File: config.mk
export PLATFORM = sky130hd
export DESIGN_NAME = upstream_aligner
export DESIGN_NICKNAME = d
export VERILOG_FILES = /design/src/rtl/upstream_aligner.sv
export SDC_FILE = /design/constraint.sdc
export NUM_CORES = 1
export LEC_CHECK = 0
export BUFFER_PORTS_ARGS = -buffer_cell sky130_fd_sc_hd__buf_2
export CORE_MARGIN = 1
export CORE_UTILIZATION = 50
export CTS_BUF_LIST = sky130_fd_sc_hd__clkbuf_4 sky130_fd_sc_hd__clkbuf_8 sky130_fd_sc_hd__clkbuf_16
export DETAILED_ROUTE_END_ITERATION = 8
export PLACE_DENSITY_LB_ADDON = 0.05
export SYNTH_ARGS = -nofsm -noshare
export SYNTH_HDL_FRONTEND = slang
export SYNTH_SLANG_ARGS = --single-unit
File: constraint.sdc
create_clock -name clk -period 3.97 [get_ports clk]
set_input_delay 0.397 -clock clk [delete_from_list [all_inputs] [get_ports clk]]
set_output_delay 0.397 -clock clk [all_outputs]
set_load 0.02 [all_outputs]
File: src/rtl/upstream_aligner.sv
// Source-to-destination byte realigner: fetches qwords from an arbitrary source
// offset and emits qwords shifted and masked to the destination offset.
module upstream_aligner (
  input  logic        clk,
  input  logic        rst_n,
  input  logic        busif_start,
  input  logic [31:0] src_addr,
  input  logic [31:0] dst_addr,
  input  logic [15:0] byte_length,
  output logic        rd_req,
  output logic [31:0] rd_addr,
  input  logic        rd_gnt,
  input  logic [63:0] rd_data,
  input  logic        rd_data_en,
  output logic [63:0] aligner_data,
  output logic        aligner_data_en,
  output logic        busy
);

  typedef enum logic [1:0] {
    S_IDLE  = 2'd0,
    S_RUN   = 2'd1,
    S_FLUSH = 2'd2,
    S_DONE  = 2'd3
  } state_t;

  state_t      state_q, state_d;
  logic        armed_q, armed_d;
  logic [3:0]  p_q, p_d;
  logic [2:0]  do_q, do_d;
  logic [3:0]  end_q, end_d;
  logic        prime_q, prime_d;
  logic [16:0] n_in_q, n_in_d, n_out_q, n_out_d;
  logic [16:0] rd_cnt_q, rd_cnt_d, rx_cnt_q, rx_cnt_d, out_cnt_q, out_cnt_d;
  logic [16:0] outst_q, outst_d;
  logic [63:0] prev_q, prev_d;
  logic        rd_req_q, rd_req_d;
  logic [31:0] rd_addr_q, rd_addr_d;
  logic [63:0] data_q, data_d;
  logic        data_en_q, data_en_d;
  logic        busy_q, busy_d;

  logic [2:0]  so_s, dof_s, end_low_s;
  logic [16:0] n_in_s, n_out_s;
  logic [3:0]  p_s;
  logic        grant_s, ret_s, emit_s;

  // Byte lane b of the result is byte (p+b) of {cur, prev}.
  function automatic logic [63:0] align_word(input logic [63:0] cur,
                                             input logic [63:0] prev,
                                             input logic [3:0]  p);
    logic [127:0] s;
    s = {cur, prev} >> {p, 3'b000};
    return s[63:0];
  endfunction

  function automatic logic [63:0] lane_mask(input logic       first,
                                            input logic       last,
                                            input logic [2:0] dof,
                                            input logic [3:0] lim);
    logic [63:0] m;
    m = 64'd0;
    for (int b = 0; b < 8; b++) begin
      if ((first && (4'(b) < {1'b0, dof})) || (last && (4'(b) >= lim))) begin
        m[8*b +: 8] = 8'h00;
      end else begin
        m[8*b +: 8] = 8'hFF;
      end
    end
    return m;
  endfunction

  assign so_s      = src_addr[2:0];
  assign dof_s     = dst_addr[2:0];
  assign n_in_s    = ({14'd0, so_s} + {1'b0, byte_length} + 17'd7) >> 3;
  assign n_out_s   = ({14'd0, dof_s} + {1'b0, byte_length} + 17'd7) >> 3;
  assign p_s       = (so_s > dof_s) ? ({1'b0, so_s} - {1'b0, dof_s})
                                    : (4'd8 + {1'b0, so_s} - {1'b0, dof_s});
  assign end_low_s = dof_s + byte_length[2:0] - 3'd1;
  assign grant_s   = rd_req_q & rd_gnt;
  // Returns with nothing outstanding (stale or post-reset) are dropped here.
  assign ret_s     = rd_data_en & (outst_q != 17'd0);

  // Next-state, read sequencing and output datapath.
  always_comb begin
    state_d   = state_q;
    armed_d   = armed_q;
    p_d       = p_q;
    do_d      = do_q;
    end_d     = end_q;
    prime_d   = prime_q;
    n_in_d    = n_in_q;
    n_out_d   = n_out_q;
    rd_cnt_d  = rd_cnt_q;
    rx_cnt_d  = rx_cnt_q;
    out_cnt_d = out_cnt_q;
    prev_d    = prev_q;
    rd_req_d  = rd_req_q;
    rd_addr_d = rd_addr_q;
    data_d    = 64'd0;
    data_en_d = 1'b0;
    emit_s    = 1'b0;

    if (grant_s && !ret_s) begin
      outst_d = outst_q + 17'd1;
    end else if (!grant_s && ret_s) begin
      outst_d = outst_q - 17'd1;
    end else begin
      outst_d = outst_q;
    end

    if (!busif_start) begin
      armed_d = 1'b1;
    end else begin
      armed_d = armed_q;
    end

    case (state_q)
      S_IDLE: begin
        rd_req_d = 1'b0;
        // A start seen during an abort drain waits until the drain empties.
        if (busif_start && armed_q && (outst_q == 17'd0)) begin
          armed_d   = 1'b0;
          p_d       = p_s;
          do_d      = dof_s;
          end_d     = {1'b0, end_low_s} + 4'd1;
          prime_d   = (so_s > dof_s);
          n_in_d    = n_in_s;
          n_out_d   = n_out_s;
          rd_cnt_d  = 17'd0;
          rx_cnt_d  = 17'd0;
          out_cnt_d = 17'd0;
          prev_d    = 64'd0;
          if (byte_length == 16'd0) begin
            state_d = S_DONE;
          end else begin
            state_d   = S_RUN;
            rd_req_d  = 1'b1;
            rd_addr_d = {src_addr[31:3], 3'b000};
          end
        end else begin
          state_d = S_IDLE;
        end
      end
      S_RUN: begin
        if (!busif_start) begin
          state_d  = S_IDLE;
          rd_req_d = 1'b0;
        end else begin
          if (grant_s) begin
            rd_cnt_d  = rd_cnt_q + 17'd1;
            rd_addr_d = rd_addr_q + 32'd8;
            rd_req_d  = (rd_cnt_q + 17'd1) < n_in_q;
          end else begin
            rd_req_d = rd_req_q;
          end
          if (ret_s) begin
            prev_d   = rd_data;
            rx_cnt_d = rx_cnt_q + 17'd1;
            emit_s   = !(prime_q && (rx_cnt_q == 17'd0));
            if (emit_s) begin
              data_d    = align_word(rd_data, prev_q, p_q) &
                          lane_mask(out_cnt_q == 17'd0, out_cnt_q == (n_out_q - 17'd1), do_q, end_q);
              data_en_d = 1'b1;
              out_cnt_d = out_cnt_q + 17'd1;
            end else begin
              out_cnt_d = out_cnt_q;
            end
            if ((rx_cnt_q + 17'd1) == n_in_q) begin
              state_d = (out_cnt_d == n_out_q) ? S_DONE : S_FLUSH;
            end else begin
              state_d = S_RUN;
            end
          end else begin
            state_d = S_RUN;
          end
        end
      end
      S_FLUSH: begin
        if (!busif_start) begin
          state_d = S_IDLE;
        end else begin
          data_d    = align_word(64'd0, prev_q, p_q) &
                      lane_mask(out_cnt_q == 17'd0, out_cnt_q == (n_out_q - 17'd1), do_q, end_q);
          data_en_d = 1'b1;
          out_cnt_d = out_cnt_q + 17'd1;
          state_d   = S_DONE;
        end
      end
      S_DONE: begin
        if (!busif_start) begin
          state_d = S_IDLE;
        end else begin
          state_d = S_DONE;
        end
      end
      default: begin
        state_d  = S_IDLE;
        rd_req_d = 1'b0;
      end
    endcase

    busy_d = (state_d != S_IDLE) || (outst_d != 17'd0);
  end

  // State and datapath registers.
  always_ff @(posedge clk or negedge rst_n) begin
    if (!rst_n) begin
      state_q   <= S_IDLE;
      armed_q   <= 1'b0;
      p_q       <= 4'd0;
      do_q      <= 3'd0;
      end_q     <= 4'd0;
      prime_q   <= 1'b0;
      n_in_q    <= 17'd0;
      n_out_q   <= 17'd0;
      rd_cnt_q  <= 17'd0;
      rx_cnt_q  <= 17'd0;
      out_cnt_q <= 17'd0;
      outst_q   <= 17'd0;
      prev_q    <= 64'd0;
      rd_req_q  <= 1'b0;
      rd_addr_q <= 32'd0;
      data_q    <= 64'd0;
      data_en_q <= 1'b0;
      busy_q    <= 1'b0;
    end else begin
      state_q   <= state_d;
      armed_q   <= armed_d;
      p_q       <= p_d;
      do_q      <= do_d;
      end_q     <= end_d;
      prime_q   <= prime_d;
      n_in_q    <= n_in_d;
      n_out_q   <= n_out_d;
      rd_cnt_q  <= rd_cnt_d;
      rx_cnt_q  <= rx_cnt_d;
      out_cnt_q <= out_cnt_d;
      outst_q   <= outst_d;
      prev_q    <= prev_d;
      rd_req_q  <= rd_req_d;
      rd_addr_q <= rd_addr_d;
      data_q    <= data_d;
      data_en_q <= data_en_d;
      busy_q    <= busy_d;
    end
  end

  assign rd_req          = rd_req_q;
  assign rd_addr         = rd_addr_q;
  assign aligner_data    = data_q;
  assign aligner_data_en = data_en_q;
  assign busy            = busy_q;

endmodule
### Word level (Yosys, flattened, before mapping)

Index checks and enable logic that the tools add are counted.
Widths: inputs -> output; s select.

| storage, ports and cells | value |
|---|---|
| output and inout port bits | 99 |
| bits in registers | 274 |
| word-level logic and storage cells | 227 |

| operators by class | value |
|---|---|
| mux-type cells | 109 |
| reduce and logical (&&, ||, !) cells | 47 |
| add/sub/neg operators | 17 |
| order comparisons | 17 |
| shift-type cells | 2 |
| bitwise logic cells | 4 |
| eq/ne operators | 13 |

Operators with widths:

| operator | number |
|---|---|
| $mux 64 | 7 |
| $mux 8 | 56 |
| $pmux 64 s2 | 2 |
| $mux 17 | 14 |
| $and 64x64->64 | 2 |
| $mux 32 | 4 |
| $shr 128x7->64 | 1 |
| $add 17x1->17 const B | 4 |
| $pmux 17 s2 | 2 |
| $pmux 32 s2 | 1 |
| $shr 64x7->64 | 1 |
| $logic_not 17->1 | 3 |
| $pmux 17 s3 | 1 |
| $add 17x3->17 const B | 2 |
| $add 3x16->17 | 2 |
| $eq 17x14->1 | 2 |
| $reduce_bool 17->1 | 2 |
| $add 32x4->32 const B | 1 |
| $logic_and 1x1->1 | 20 |
| $eq 17x17->1 | 1 |
| $lt 17x14->1 | 1 |
| $sub 17x1->17 const B | 1 |
| $ge 3x4->1 const A | 4 |
| $logic_not 16->1 | 1 |
| 32 further kinds | 74 |

### Depth between registers and ports, before layout

Gate-level depths: netlist of the first run.

| depth | value |
|---|---|
| depth after elaboration | 14 |
| mapped depth | 13 |
| gate-level depth less buffers | 13 |

### Worst setup path after synthesis of the first run

Ideal clock, no wire load.

| timing path | value |
|---|---|
| path kind | reg2reg |
| from | reg outst_q[11] |
| to | reg rd_addr_q[19] (netlist: rd_addr[19]) |
| path slack | 1.099 ns |
| cell stages (with the launch flop) | 10 |
| clock period less this slack | 2.871 ns |
| path buffers | 4 |
| data arrival time | 2.745 ns |
| cells stage by stage | dfrtp_1 buf_6 or4_4 or3_4 o41a_1 buf_6 a211o_1 buf_2 buf_2 a221o_1 |

| between the ends | value |
|---|---|
| longest elaborated chain between the ends | 4 |

RTL lines:

| element | line | text |
|---|---|---|
| from (decl) | 35 | `logic [16:0] outst_q, outst_d;` |
| from (signal assigned) | 239 | `outst_q <= outst_d;` |
| $logic_not 17->1 | 122 | `if (busif_start && armed_q && (outst_q == 17'd0)) begin` |
| $logic_and 1x1->1 | 122 |  |
| $ne 2x2->1 (no line) | n/a |  |
| $reduce_and 5->1 (no line) | n/a |  |
| to (signal assigned) | 242 | `rd_addr_q <= rd_addr_d;` |
| to (decl) | 38 | `logic [31:0] rd_addr_q, rd_addr_d;` |

Every way passes these cells.
A chain may end at the register's enable or synchronous reset.

### Worst setup path after layout of the first run

| timing path | value |
|---|---|
| from | reg outst_q[0] |
| to | reg rx_cnt_q[15] |

| between the ends | value |
|---|---|
| longest elaborated chain between the ends | 4 |

RTL lines:

| element | line | text |
|---|---|---|
| $reduce_bool 17->1 / $logic_not 17->1 (equally long branches) | 82, 122 |  |
| $and 1x1->1 / $logic_and 1x1->1 (equally long branches) | 82, 122 |  |
| $ne 2x2->1 (no line) | n/a |  |
| $reduce_and 4->1 (no line) * | n/a |  |
| to (signal assigned) | 237 | `rx_cnt_q <= rx_cnt_d;` |
| to (decl) | 34 | `logic [16:0] rd_cnt_q, rd_cnt_d, rx_cnt_q, rx_cnt_d, out_cnt_q, out_cnt_d;` |

Mark *: on every way between the ends. The rest lies on a longest branch, timed or not.

==> reports/metrics.csv, run 1 <==
metric;value;unit
Die Width;202.1;um
Clock Skew;38.10;ps
Worst-path clk slew;60;ps
post-DP HPWL;48.17;mm
Tot GR Track Use;0.3265;
commonest cells after routing, fill and taps aside;dfrtp_1, buf_2, nand2_1;
WP data arrival;4030;ps
core area;0.03910;mm2
Placer Congestion;0.9543;
area occupied by registers;0.006792;mm2
via/cell ratio;6.466;
setup TNS after final layout;0;ps
worst hold path class;input port to flip-flop;
FF-to-FF setup slack;380;ps
PortBufs;215;
worst-path fanout max;15;
share of post-route cells with drive strength above 1;0.1878;
Top Ports;248;
crit-path cells;inv_1 -> ha_1 -> nor4b_2 -> nand4_1 -> a31oi_1 -> buf_4 -> or3_1 -> nor2_1 -> o21ai_0 -> o21ai_0;
initial core utilization;0.5120;
post-synth top area cell;dfrtp_1;
WL/cell;22.96;um
Syn. warnings;0;
Resized Gates After CTS;0;
register bit total from synthesis;271;
crit start category;flip-flop;
Hold Path End;prev_q[47]$_DFFE_PN0P_;
number of synthesized flops with an enable pin;0;
Top FF cell, synth;dfrtp_1;
CP max-delay cell;a31oi_1;
H-tree depth;1;
Synth area leaders;dfrtp_1, mux2i_1, mux4_2;
# setup viols final;0;
chip height;202.1;um
library cells used by synthesis;89;
minimum clock period after layout;3586;ps
fmax;278.9;MHz
initial antenna violation count;2;
number of nets in the layout;2605;
worst hold start;rd_data[47];
FF-to-FF End;rx_cnt_q[15]$_DFFE_PN0P_;
post-synth top area share;0.3388;
final wirelength;67.87;mm
Max Cap Violations;0;
first-pass GRT wire length;105.4;mm
crit path buf inv count;2;
num rows;72;
worst rel slew slack;0.2560;
synthesized cell area;0.02002;mm2
worst reg-to-reg path cell count;10;
Least-Margin Pin Slew;1112;ps
most common cell after layout, fill and taps aside;dfrtp_1;
largest net degree at the start of global routing;99;
vias in the first global route;18290;
max-slew violations;0;
Largest stage delay, worst path;590;ps
clk buf depth;3;
routed vias;19110;
Worst VDD drop;0.3879;mV
P per Cell Area;555.5;mW/mm2
Filler Cell Count;3534;
P&R area growth vs syn;12.71;%
Worst-Skew Late Latency;610;ps
register area share after synthesis;0.3388;
hold depth;2;
Critical Path RT;4410;ps
Placed Cells;2897;
post-route total power;12.53;mW
final hold violations;0;
RR Startpoint;outst_q[0]$_DFF_PN0_;
post-route ant nets;0;
DR DRC count;0;
cts bufs inserted;31;
fin crit share;0.9032;
Mapped Avg Cell Area;8.714;um2
full die area;0.04084;mm2
CTS tree;done;
area taken by multi-input logic gates;0.01218;mm2
leakage;9.725;nW
CTS root buffer;clkbuf_16;
Finished Layout Cells;2956;
crit-path most repeated cell;o21ai_0;
status;completed;
Overflow after GRT;0;
RSZ-0062 raised after global routing;no;
post-synthesis instance total;2297;
crit path capture type;flip-flop;
1st-pass router iterations;5;
DRT iter0 DRCs;1561;
Crit Path Class;flip-flop to flip-flop;
asr flop ratio synth;1.000;
Crit path max-delay family;simple AND/OR/NAND/NOR gates;
Sink Count;271;
worst register-to-register path, delay by kind of cell, from the launching register on:
kind            cells  cell delay [ps]
compound gates      3              860
flops               1              480
fa+ha+maj           1              190
simple gates        4             1570
buf+inv             2              350
timing repair:
action | in CTS | in global routing
hold buffers | 1 | 0
buffers inserted | 0 | 0
endpoints found under the hold margin | 94 | 0
sequential cells by signal (all words and copies together), names as in the netlist, 2 cells and up:
register      cells
aligner_data     64
do_q              3
end_q             4
n_in_q           14
n_out_q          14
out_cnt_q        17
outst_q          17
p_q               4
prev_q           64
rd_addr          29
rd_cnt_q         17
rx_cnt_q         17
state_q           2
kinds of logic (layout without fill, tap and decap cells):
family / Yosys count / in the layout / synth area share
AND/OR/NAND/NOR: 740 / 740 / 0.1808
AO/OA/AOI/OAI: 680 / 680 / 0.2307
flip-flops: 271 / 271 / 0.3388
buffers and inverters: 270 / 404 / 0.05438
multiplexers: 192 / 192 / 0.1235
XOR/XNOR: 100 / 100 / 0.04376
adder cells (fa/ha/maj): 43 / 43 / 0.02800
other: 1 / 8 / 0.0001873
worst max-delay path by stage:
stage	startpoint	end	slack [ps]	depth (start not counted)
floorplan	outst_q[11]$_DFF_PN0_	rd_addr[19]$_DFFE_PN0P_	1100	9
global placement	outst_q[0]$_DFF_PN0_	aligner_data[23]$_DFF_PN0_	470	10
detailed placement	outst_q[0]$_DFF_PN0_	rx_cnt_q[11]$_DFFE_PN0P_	440	10
CTS	outst_q[0]$_DFF_PN0_	rx_cnt_q[14]$_DFFE_PN0P_	440	10
global route	outst_q[0]$_DFF_PN0_	rx_cnt_q[14]$_DFFE_PN0P_	40	10
finish	outst_q[0]$_DFF_PN0_	rx_cnt_q[15]$_DFFE_PN0P_	380	10
stage by stage:
stage | hold slack, ps | worst slack [ps] | utilization | area, um2
final | 45.30 | 384.4 | 0.5770 | 22560
after global routing | 35.74 | 36.17 | 0.5767 | 22550
after CTS | 27.62 | 441.0 | 0.5767 | 22550
after detailed placement | 492.3 | 441.1 | 0.5511 | 21550
after global placement | 487.3 | 474.9 | 0.5511 | 21550
after floorplan | 101.4 | 1099 | - | 20020
synth_stat cells (52+ instances only):
library cell / instances
xnor2_1: 57
inv_1: 74
nand2_1: 204
nor3_1: 52
a22o_1: 69
dfrtp_1: 271
mux2i_1: 113
nand3_1: 74
clkbuf_1: 143
nor2_1: 181
a21oi_1: 104
a22oi_1: 52
a211oi_1: 52
o21ai_0: 167
power by group:
part	total (mW)	switching, mW	internal [mW]	leakage (nW)
Sequential	4.11	0.891	3.22	3.67
Clock	2.85	1.20	1.65	0.494
Combinational	5.56	3.08	2.48	5.56
area by class of cell:
| cell class | instances | share of cell area |
|---|---|---|
| multi-input cells | 1758 | 0.5398 |
| flip-flops and latches | 271 | 0.3010 |
| repair buffers | 275 | 0.07321 |
| inverters | 76 | 0.01264 |
| well taps | 518 | 0.02873 |
| clock inverters | 7 | 0.003217 |
| diodes | 5 | 0.0005546 |
| clock buffers | 46 | 0.04076 |
routing by layer:
layer,part of all wire,GRT usage,up-vias,wire length [um]
met5,0,0,-,0
met4,0.053,0.1602,0,3575
met3,0.073,0.04740,168,4928
met2,0.46,0.5216,833,31250
met1,0.41,0.4338,9316,28110
li1,-,-,8796,-
No activity file was read; power rests on OpenSTA's default activity.
==> run 2, diff against run 1 <==
--- a/config.mk
+++ b/config.mk
@@ -6,10 +6,11 @@
 export NUM_CORES = 1
 export LEC_CHECK = 0
 export BUFFER_PORTS_ARGS = -buffer_cell sky130_fd_sc_hd__buf_2
-export CORE_MARGIN = 1
+export CORE_MARGIN = 2
 export CORE_UTILIZATION = 50
 export CTS_BUF_LIST = sky130_fd_sc_hd__clkbuf_4 sky130_fd_sc_hd__clkbuf_8 sky130_fd_sc_hd__clkbuf_16
 export DETAILED_ROUTE_END_ITERATION = 8
+export HOLD_SLACK_MARGIN = 0.12
 export PLACE_DENSITY_LB_ADDON = 0.05
 export SYNTH_ARGS = -nofsm -noshare
 export SYNTH_HDL_FRONTEND = slang
==> reports/metrics.csv, run 2 (same netlist as run 1, synthesis figures left out) <==
metric;value;unit
GR Util met2;0.5025;
GRT Max-Usage Layer;met2;
Filler Cell Count;3470;
Sink Count;271;
most common cell after layout, fill and taps aside;dfrtp_1;
cts bufs inserted;31;
minimum clock period after layout;3525;ps
share of power burned in the clock network;0.249;
met3 Usage GRT;0.03922;
DRT iter0 DRCs;1890;
Least-Margin Pin Slew;1223;ps
Critical Path RT;4440;ps
Overflow after GRT;0;
worst hold path class;input port to flip-flop;
P&R area growth vs syn;18.22;%
Placer Congestion;0.9442;
clk buf depth;3;
Setup Fix Bufs, Post-CTS;0;
commonest cells after routing, fill and taps aside;dfrtp_1, buf_2, nand2_1;
fin crit share;0.8879;
H-tree depth;1;
WL/cell;21.89;um
dpl ws;410.9;ps
worst-path fanout max;18;
post-route total power;12.91;mW
post-route ant nets;0;
Placed Area;0.02156;mm2
Hold WS;166.9;ps
Max Cap Violations;0;
Worst-path clk slew;60;ps
core area;0.03964;mm2
full die area;0.04165;mm2
DR DRC count;0;
RSZ-0062 raised after global routing;no;
M1 GR Usage;0.4274;
max-slew violations;0;
leakage;10.19;nW
# setup viols final;0;
Top Ports;248;
CTS root buffer;clkbuf_16;
Internal;7.666;mW
Clock Skew;35.81;ps
Seq pwr share;0.323;
area occupied by registers;0.006792;mm2
worst rel slew slack;0.1781;
Placed Cells;2911;
initial antenna violation count;0;
P per Cell Area;545.8;mW/mm2
Resized Gates After CTS;0;
first-pass GRT wire length;105.2;mm
share of post-route cells with drive strength above 1;0.1846;
chip height;204.1;um
status;completed;
vias in the first global route;18550;
Die Width;204.1;um
Crit Path Class;flip-flop to flip-flop;
crit start category;flip-flop;
design area;0.02366;mm2
Worst-Skew Late Latency;610;ps
hold depth;2;
Tot GR Track Use;0.3170;
fmax;283.7;MHz
PortBufs;215;
Worst VDD drop;0.3839;mV
WP data arrival;3990;ps
Finished Layout Cells;3066;
Sw Share;0.4064;
num rows;73;
final worst slack;444.9;ps
post-DP HPWL;47.34;mm
setup TNS after final layout;0;ps
largest net degree at the start of global routing;98;
number of nets in the layout;2707;
area taken by multi-input logic gates;0.01218;mm2
initial core utilization;0.5050;
worst reg-to-reg path cell count;8;
hold_buf cts;96;
Combinational Power Share;0.428;
routed vias;19430;
via/cell ratio;6.336;
Final Util;0.5970;
1st-pass router iterations;5;
crit path capture type;flip-flop;
final wirelength;67.11;mm
CTS tree;done;
Sw Pwr;5.249;mW
final hold violations;0;
run 2: changes by cell type in the layout (fill, tap and decap cells not counted), moves of 3 or more:
| cell | previous run | this run |
|---|---|---|
| clkinvlp_4 | 2 | 6 |
| buf_12 | 9 | 5 |
| dlygate4sd3_1 | 1 | 96 |
| bufinv_16 | 1 | 6 |
| buf_4 | 50 | 61 |
| diode_2 | 5 | 1 |
| clkinv_2 | 2 | 5 |
| inv_6 | 0 | 4 |
| clkbuf_4 | 10 | 0 |
run 2: critical path, stage by stage, from the launching register on:
cell      delay (ps)
dfrtp_1          470
inv_1            110
ha_1             170
nor4b_2          440
nand2_1          190
o41a_1           670
a211oi_4         610
nand2_2          370
o221a_2          350
run 2: worst paths after layout:
path,start,end,slack (ps)
min reg2reg,rd_cnt_q[16]$_DFFE_PN0P_,rd_cnt_q[16]$_DFFE_PN0P_,510
min in group asynchronous,rst_n,aligner_data[2]$_DFF_PN0_,410
max in group asynchronous,rst_n,outst_q[9]$_DFF_PN0_,2550
min,busif_start,armed_q$_DFF_PN0_,170
max reg2reg,outst_q[0]$_DFF_PN0_,rd_addr[6]$_DFFE_PN0P_,440
max,outst_q[0]$_DFF_PN0_,rd_addr[6]$_DFFE_PN0P_,440
run 2: cell type report:
class | count | area share
clock inverters | 22 | 0.01258
diodes | 1 | 0.0001057
inverters | 76 | 0.01211
well taps | 525 | 0.02776
multi-input cells | 1758 | 0.5147
repair buffers | 377 | 0.1101
clock buffers | 36 | 0.03569
flip-flops and latches | 271 | 0.2870
run 2: per-layer routing:
| metal | vias up | routed length (um) | share of wire |
|---|---|---|---|
| li1 | 8978 | - | - |
| met1 | 9448 | 28210 | 0.42 |
| met2 | 828 | 30650 | 0.46 |
| met3 | 171 | 4432 | 0.066 |
| met4 | 0 | 3815 | 0.057 |
| met5 | - | 0 | 0 |
run 2: power by group through the flow:
stage                     clock network (mW)  registers (mW)  logic (mW)
final                                   3.22            4.17        5.53
after global routing                    3.38            4.26        6.04
after CTS                               3.27            4.14        5.46
after detailed placement                   0            4.18        5.36
after global placement                     0            4.16        5.25
after floorplan                            0            3.83        4.23
